**config.mk**
```make
export PLATFORM = sky130hd
export DESIGN_NAME = debug_regbank_dumper
export DESIGN_NICKNAME = d
export VERILOG_FILES = /design/src/rtl/debug_regbank_dumper.sv
export SDC_FILE = /design/constraint.sdc
export NUM_CORES = 1
export LEC_CHECK = 0
export ABC_AREA = 1
export CAP_MARGIN = 20
export CORE_ASPECT_RATIO = 0.8
export CORE_MARGIN = 4
export CORE_UTILIZATION = 40
export DETAILED_ROUTE_END_ITERATION = 16
export PLACE_DENSITY_LB_ADDON = 0.2
export SYNTH_ARGS = -nofsm -noshare
export SYNTH_HDL_FRONTEND = slang
export SYNTH_SLANG_ARGS = --single-unit
```
**constraint.sdc**
```tcl
create_clock -name i_clock -period 2.1 [get_ports i_clock]
set_clock_uncertainty 0.15 [all_clocks]
set_input_delay 0.63 -clock i_clock [delete_from_list [all_inputs] [get_ports i_clock]]
set_output_delay 0.63 -clock i_clock [all_outputs]
set_load 0.05 [all_outputs]
```
**src/rtl/debug_regbank_dumper.sv**
```systemverilog
// rtl/debug_regbank_dumper.sv - reads every bank register and streams it bytewise to uart_tx (optional DUMP_CHECKSUM_EN)
module debug_regbank_dumper #(
    parameter int NB_DATA    = 32,
    parameter int NB_ADDR    = 5,
    parameter int BANK_DEPTH = 32,
    parameter int NB_BYTE    = 8
) (
    input  logic               i_clock,
    input  logic               i_reset,
    input  logic               i_start,
    output logic               o_rb_enable,
    output logic               o_rb_read_enable,
    output logic [NB_ADDR-1:0] o_rb_read_address,
    input  logic [NB_DATA-1:0] i_rb_data,
    output logic               o_tx_start,
    output logic [NB_BYTE-1:0] o_tx_data,
    input  logic               i_tx_done,
    output logic               o_busy,
    output logic               o_done
);

    localparam int BYTES  = NB_DATA / NB_BYTE;
    localparam int NB_CNT = (BYTES > 1) ? $clog2(BYTES) : 1;
    localparam logic [NB_CNT-1:0]  LAST_BYTE = NB_CNT'(BYTES - 1);
    localparam logic [NB_ADDR-1:0] LAST_ADDR = NB_ADDR'(BANK_DEPTH - 1);

    typedef enum logic [2:0] {
        S_IDLE,
        S_REQ,
        S_LATCH,
        S_SEND,
        S_WAIT_TX,
        S_NEXT,
`ifdef DUMP_CHECKSUM_EN
        S_CKSUM,
`endif
        S_DONE
    } state_t;

    state_t             state_q, state_d;
    logic [NB_ADDR-1:0] addr_q, addr_d;
    logic [NB_CNT-1:0]  byte_cnt_q, byte_cnt_d;
    logic [NB_DATA-1:0] shift_q, shift_d;
`ifdef DUMP_CHECKSUM_EN
    logic [NB_BYTE-1:0] acc_q, acc_d;
    logic               ck_phase_q, ck_phase_d;
`endif

    always_ff @(posedge i_clock or posedge i_reset) begin
        if (i_reset) begin
            state_q    <= S_IDLE;
            addr_q     <= '0;
            byte_cnt_q <= '0;
            shift_q    <= '0;
`ifdef DUMP_CHECKSUM_EN
            acc_q      <= '0;
            ck_phase_q <= 1'b0;
`endif
        end else begin
            state_q    <= state_d;
            addr_q     <= addr_d;
            byte_cnt_q <= byte_cnt_d;
            shift_q    <= shift_d;
`ifdef DUMP_CHECKSUM_EN
            acc_q      <= acc_d;
            ck_phase_q <= ck_phase_d;
`endif
        end
    end

    always_comb begin
        state_d    = state_q;
        addr_d     = addr_q;
        byte_cnt_d = byte_cnt_q;
        shift_d    = shift_q;
`ifdef DUMP_CHECKSUM_EN
        acc_d      = acc_q;
        ck_phase_d = ck_phase_q;
`endif
        case (state_q)
            S_IDLE: begin
                if (i_start) begin
                    state_d    = S_REQ;
                    addr_d     = '0;
                    byte_cnt_d = '0;
`ifdef DUMP_CHECKSUM_EN
                    acc_d      = '0;
                    ck_phase_d = 1'b0;
`endif
                end
            end
            S_REQ: state_d = S_LATCH;
            S_LATCH: begin
                shift_d    = i_rb_data;
                byte_cnt_d = '0;
                state_d    = S_SEND;
            end
            S_SEND: begin
`ifdef DUMP_CHECKSUM_EN
                if (!ck_phase_q) begin
                    acc_d = acc_q ^ shift_q[NB_BYTE-1:0];
                end
`endif
                state_d = S_WAIT_TX;
            end
            S_WAIT_TX: begin
                if (i_tx_done) begin
`ifdef DUMP_CHECKSUM_EN
                    if (ck_phase_q) begin
                        state_d = S_DONE;
                    end else
`endif
                    if (byte_cnt_q == LAST_BYTE) begin
                        state_d = S_NEXT;
                    end else begin
                        shift_d    = shift_q >> NB_BYTE;
                        byte_cnt_d = byte_cnt_q + NB_CNT'(1);
                        state_d    = S_SEND;
                    end
                end
            end
            S_NEXT: begin
                if (addr_q == LAST_ADDR) begin
`ifdef DUMP_CHECKSUM_EN
                    state_d = S_CKSUM;
`else
                    state_d = S_DONE;
`endif
                end else begin
                    addr_d  = addr_q + NB_ADDR'(1);
                    state_d = S_REQ;
                end
            end
`ifdef DUMP_CHECKSUM_EN
            // The checksum byte reuses the SEND/WAIT_TX handshake from the shift register.
            S_CKSUM: begin
                shift_d    = NB_DATA'(acc_q);
                byte_cnt_d = '0;
                ck_phase_d = 1'b1;
                state_d    = S_SEND;
            end
`endif
            S_DONE: begin
                addr_d  = '0;
                shift_d = '0;
                state_d = S_IDLE;
            end
            default: state_d = S_IDLE;
        endcase
    end

    assign o_rb_enable       = (state_q == S_REQ);
    assign o_rb_read_enable  = (state_q == S_REQ);
    assign o_rb_read_address = addr_q;
    assign o_tx_start        = (state_q == S_SEND);
    assign o_tx_data         = shift_q[NB_BYTE-1:0];
    assign o_busy            = (state_q != S_IDLE);
    assign o_done            = (state_q == S_DONE);

endmodule
```
# Yosys cells after proc, flatten, opt, wreduce, memory -nomap -nowiden
# Cells that the tools add are included.
[totals] inputBits=36 ff_bits=42 word_cells=42 out_inout_bits=18
[classes] reduce_logical=9 mux=15 eq_ne=12 n_addsub=2
[op_table] op="32-bit case mux with 3 select lines" n=1
[op_table] op="32-bit two-way mux" n=2
[op_table] op="3-bit case mux with 6 select lines" n=1
[op_table] op="5-bit case mux with 3 select lines" n=1
[op_table] op="3-bit two-way mux" n=4
[op_table] op="3-bit nonzero test" n=4
[op_table] op="5-bit two-way mux" n=2
[op_table] op="3-bit equality test (second input constant)" n=3
[op_table] op="2-bit != test (second input constant)" n=4
[op_table] op="3-bit by 2-bit equality test with 1-bit output (second input constant)" n=2
[op_table] op="2-bit two-way mux" n=3
[op_table] op="2-bit case mux with 3 select lines" n=1
[op_table] op="3-bit AND reduction" n=2
[op_table] op="5-bit by 1-bit adder with 5-bit output (second input constant)" n=1
[op_table] op="5-bit equality test (second input constant)" n=1
[op_table] op="4-bit AND reduction" n=1
[op_table] op="3-bit by 1-bit equality test with 1-bit output (second input constant)" n=1
[op_table] op="3-bit zero test" n=1
[op_table] op="2-bit by 1-bit adder with 2-bit output (second input constant)" n=1
[op_table] op="2-bit equality test (second input constant)" n=1
[op_table] op="2-bit AND reduction" n=1

# Depth between registers and ports, before layout
[depth] word_depth=4 ltp_mapped=10 depth_no_buf=10

# Worst setup path before layout
# OpenSTA, ideal clock, no wires.
[synth_timing] kind="reg2out" startpoint="register state_q[2]" endpoint="output o_rb_read_enable" n_path_buf=2 path_stages_with_launch=6 t_required_ns=1.320 slack_ns=0.009 t_arrival_ns=1.311 path_cell_list="dfrtp_1 -> buf_2 -> inv_1 -> nand3_1 -> inv_1 -> buf_4"
[synth_between] elab_chain_cells=1
[synth_lines] element="start: declaration" line="40" rtl="state_t state_q, state_d;"
[synth_lines] element="start signal: assignment" line="60" rtl="state_q <= state_d;"
[synth_lines] element="3-bit by 1-bit equality test with 1-bit output"
[synth_lines] element="end: declaration" line="12" rtl="output logic o_rb_read_enable,"
# Every way passes these cells.

# Worst setup path after layout
[layout_timing] startpoint="register state_q[2]" endpoint="output o_rb_enable"
[layout_between] elab_chain_cells=1
[layout_lines] element="3-bit by 1-bit equality test with 1-bit output" line="152" rtl="assign o_rb_enable = (state_q == S_REQ);"
[layout_lines] element="end: declaration" line="11" rtl="output logic o_rb_enable,"
# Every way passes these cells.

==> impl_metrics.py <==
metrics = {
    "finish": {
        "n_antenna_cell": 0,
        "mostFrequentLayoutCells": "168 x nand2_1, 39 x nand3_1, 39 x dfrtp_1",
        "syn2layout_area_growth_pct": 30.0,
        "layout-drive-gt1-share_pct": 12.9,
        "fin_nets": 411,
        "layout_commonest_cell": "nand2_1",
    },
    "floorplanning": {
        "start_util_pct": 42.1,
        "die_y_um": 76.4,
        "die-area_um2": 7140,
        "fp-row-count": 24,
        "pin_count": 54,
        "die_x_um": 93.5,
        "core_um2": 5560,
    },
    "routing": {
        "routed_wl_mm": 5.56,
        "drt_iter0_markers": 119,
        "drc": 0,
        "via_per_inst": 4.64,
        "ant_nets": 0,
        "vias": 2092,
        "drt_first_pass_iters": 4,
        "wl_per_cell_um": 12.3,
    },
    "clock_network": {
        "clk_path_buf_depth": 2,
        "holdBufCountCts": 0,
        "numCtsBuffers": 5,
        "htreeDepth": 2,
        "clkTransAtPathRegs_ps": 70,
        "insertion_delay_ps": 290,
        "postCtsSetupBuffers": 0,
        "cts_tree": "yes",
        "cts-root-buf": "clkbuf_8",
        "numClockSinks": 42,
    },
    "timing": {
        "worstMarginPinSlew_ps": 288,
        "fin_crit_ps": 2010,
        "tns_ps": 0,
        "finalCritPeriodShare_pct": 95.8,
        "fmax_mhz": 497,
        "hold_ws_ps": 325,
        "slew_headroom_pct": 80.7,
        "finalSetupViolCount": 0,
        "slew_viol_final": 0,
        "rsz0062_at_grt": "no",
        "final_hold_viol_count": 0,
    },
    "placed_design": {
        "place_congestion": 0.807,
        "dp_hpwl_mm": 3.76,
        "port_buffers": 53,
    },
    "logic_synthesis": {
        "syn_inst": 327,
        "yosysWarnings": 0,
        "yosys.area.top_type": "dfrtp_1",
        "post_synth_num_cell_types": 21,
        "syn-mean-instance-area_um2": 7.15,
        "syn_area_um2": 2340,
        "synth.top_cell.area_share_pct": 45.0,
        "ys_seq_area_share_pct": 45.0,
        "synthTopCellsByArea": "dfrtp_1 45%, nand2_1 27%, nand3_1 8.4%",
        "syn_nets": 366,
        "ys_ff_latch": 42,
    },
    "grt": {
        "grt_pass1_wl_mm": 9.28,
        "globalRouteTotalUtil_pct": 16.1,
        "grt.overflow.total": 0,
        "grt_start_max_net_pins": 43,
        "antenna_found_initial": 0,
        "grt_pass1_vias": 1951,
    },
    "min_path": {
        "hp-class": "flop to flop",
    },
    "worst_setup_path": {
        "cp-endpoint": "o_rb_enable",
        "cp-startpoint": "state_q[2]",
        "critPathMaxStageDelay_ps": 470,
        "r2r_end": "o_rb_read_address[4]",
        "cp_max_fo": 8,
        "worstPathRequired_ps": 1320,
        "worst_path_most_repeated_cell": "inv_2",
        "rr_worst_depth": 10,
        "slowest_stage": "dfrtp_2",
        "critPathLaunchType": "flop",
        "crit_path_cell_trace": "inv_2 > nand3_1 > inv_2 > buf_12",
        "r2r_start": "o_rb_read_address[1]",
        "end_kind": "primary output",
        "cp.arrival_ps": 1230,
        "crit_type": "flop to primary output",
        "r2r_slack_ps": 140,
    },
    "pwr": {
        "ir_drop_mv": 0.595,
        "p_leak_nw": 1.63,
        "p_per_area_nw_per_um2": 1390,
    },
    "outcome": {
        "outcome": "finished, final reports clean",
    },
    "flow_run": {
        "maxCapViolations": 0,
    },
}
registers in the layout, indices dropped and copies added (netlist names):
register	cells
state_q	3
byte_cnt_q	2
o_rb_read_address	5
shift_q	32
cells by family (layout without fill, tap and decap cells):
family / after synthesis / in the layout / synth area share (%)
xor+xnor: 1 / 1 / 0.375
compound gates: 5 / 5 / 1.39
fa+ha+maj: 3 / 3 / 1.61
buf+inv: 43 / 89 / 9.90
simple gates: 233 / 233 / 41.8
flops: 42 / 42 / 45.0
layer usage:
| layer | global-route usage (%) | routed length, µm | up-vias |
|---|---|---|---|
| met4 | 4.39 | 57 | 0 |
| li1 | - | - | 1095 |
| met1 | 24.6 | 2870 | 941 |
| met3 | 3.55 | 316 | 5 |
| met5 | 0 | 0 | - |
| met2 | 22.7 | 2310 | 51 |
Yosys cell counts:
| library cell | instances |
|---|---|
| a21oi_1 | 2 |
| buf_2 | 11 |
| buf_4 | 9 |
| buf_6 | 3 |
| clkbuf_1 | 2 |
| dfrtp_1 | 42 |
| ha_1 | 3 |
| inv_1 | 16 |
| inv_2 | 2 |
| nand2_1 | 168 |
| nand2_2 | 2 |
| nand3_1 | 39 |
| nand3_2 | 1 |
| nand3b_1 | 8 |
| nand4_1 | 1 |
| nor2_1 | 12 |
| nor2_4 | 1 |
| nor3_1 | 1 |
| o21ai_0 | 2 |
| o22ai_2 | 1 |
| xor2_1 | 1 |
what timing repair did:
action | CTS | global route
resized for setup | 2 | 3
endpoints found under the setup margin | 2 | 5
cloned | 0 | 0
final cells by class:
class                   instances  area (µm²)
fillers                       555        2520
flip-flops and latches         42        1050
multi-input cells             242        1050
repair buffers                 63         673
well taps                      78        97.6
clock buffers                   7        86.3
inverters                      18        67.6
clock inverters                 1        5.00
worst max-delay path: cells and delay by family, from the launching register on:
kind                   cells  cell delay (ps)
buffers and inverters      3              360
AND/OR/NAND/NOR            1              110
flip-flops                 1              470
power by group:
| part | total (mW) | switching, mW | internal (mW) | leakage (nW) |
|---|---|---|---|---|
| clock network | 0.538 | 0.273 | 0.265 | 0.0482 |
| logic | 2.28 | 1.44 | 0.848 | 1.05 |
| registers | 1.40 | 0.234 | 1.16 | 0.531 |
| total | 4.22 | 1.94 | 2.27 | 1.63 |
metrics by stage:
step                      instance area [µm²]  total power [mW]  setup slack, ps  utilization [%]  cells
after global placement                   2940              3.65             84.0             53.0    443
after floorplan                          2340              3.07             8.82                -    327
after global routing                     3040              4.56             11.6             54.7    451
after detailed placement                 2940              3.69             58.1             53.0    443
after CTS                                3040              4.25             21.9             54.7    451
final                                    3040              4.22             88.4             54.7    451
worst min-delay path by stage:
stage / from / end / slack, ps / depth (start not counted)
floorplan: shift_q[24] / shift_q[24] / 290 / 2
global placement: shift_q[24] / shift_q[24] / 300 / 2
detailed placement: shift_q[27] / shift_q[27] / 310 / 2
CTS: shift_q[27] / shift_q[27] / 330 / 2
global route: shift_q[16] / shift_q[16] / 350 / 2
finish: shift_q[29] / shift_q[29] / 320 / 2
Note: power is estimated with default switching activity, not from simulation.
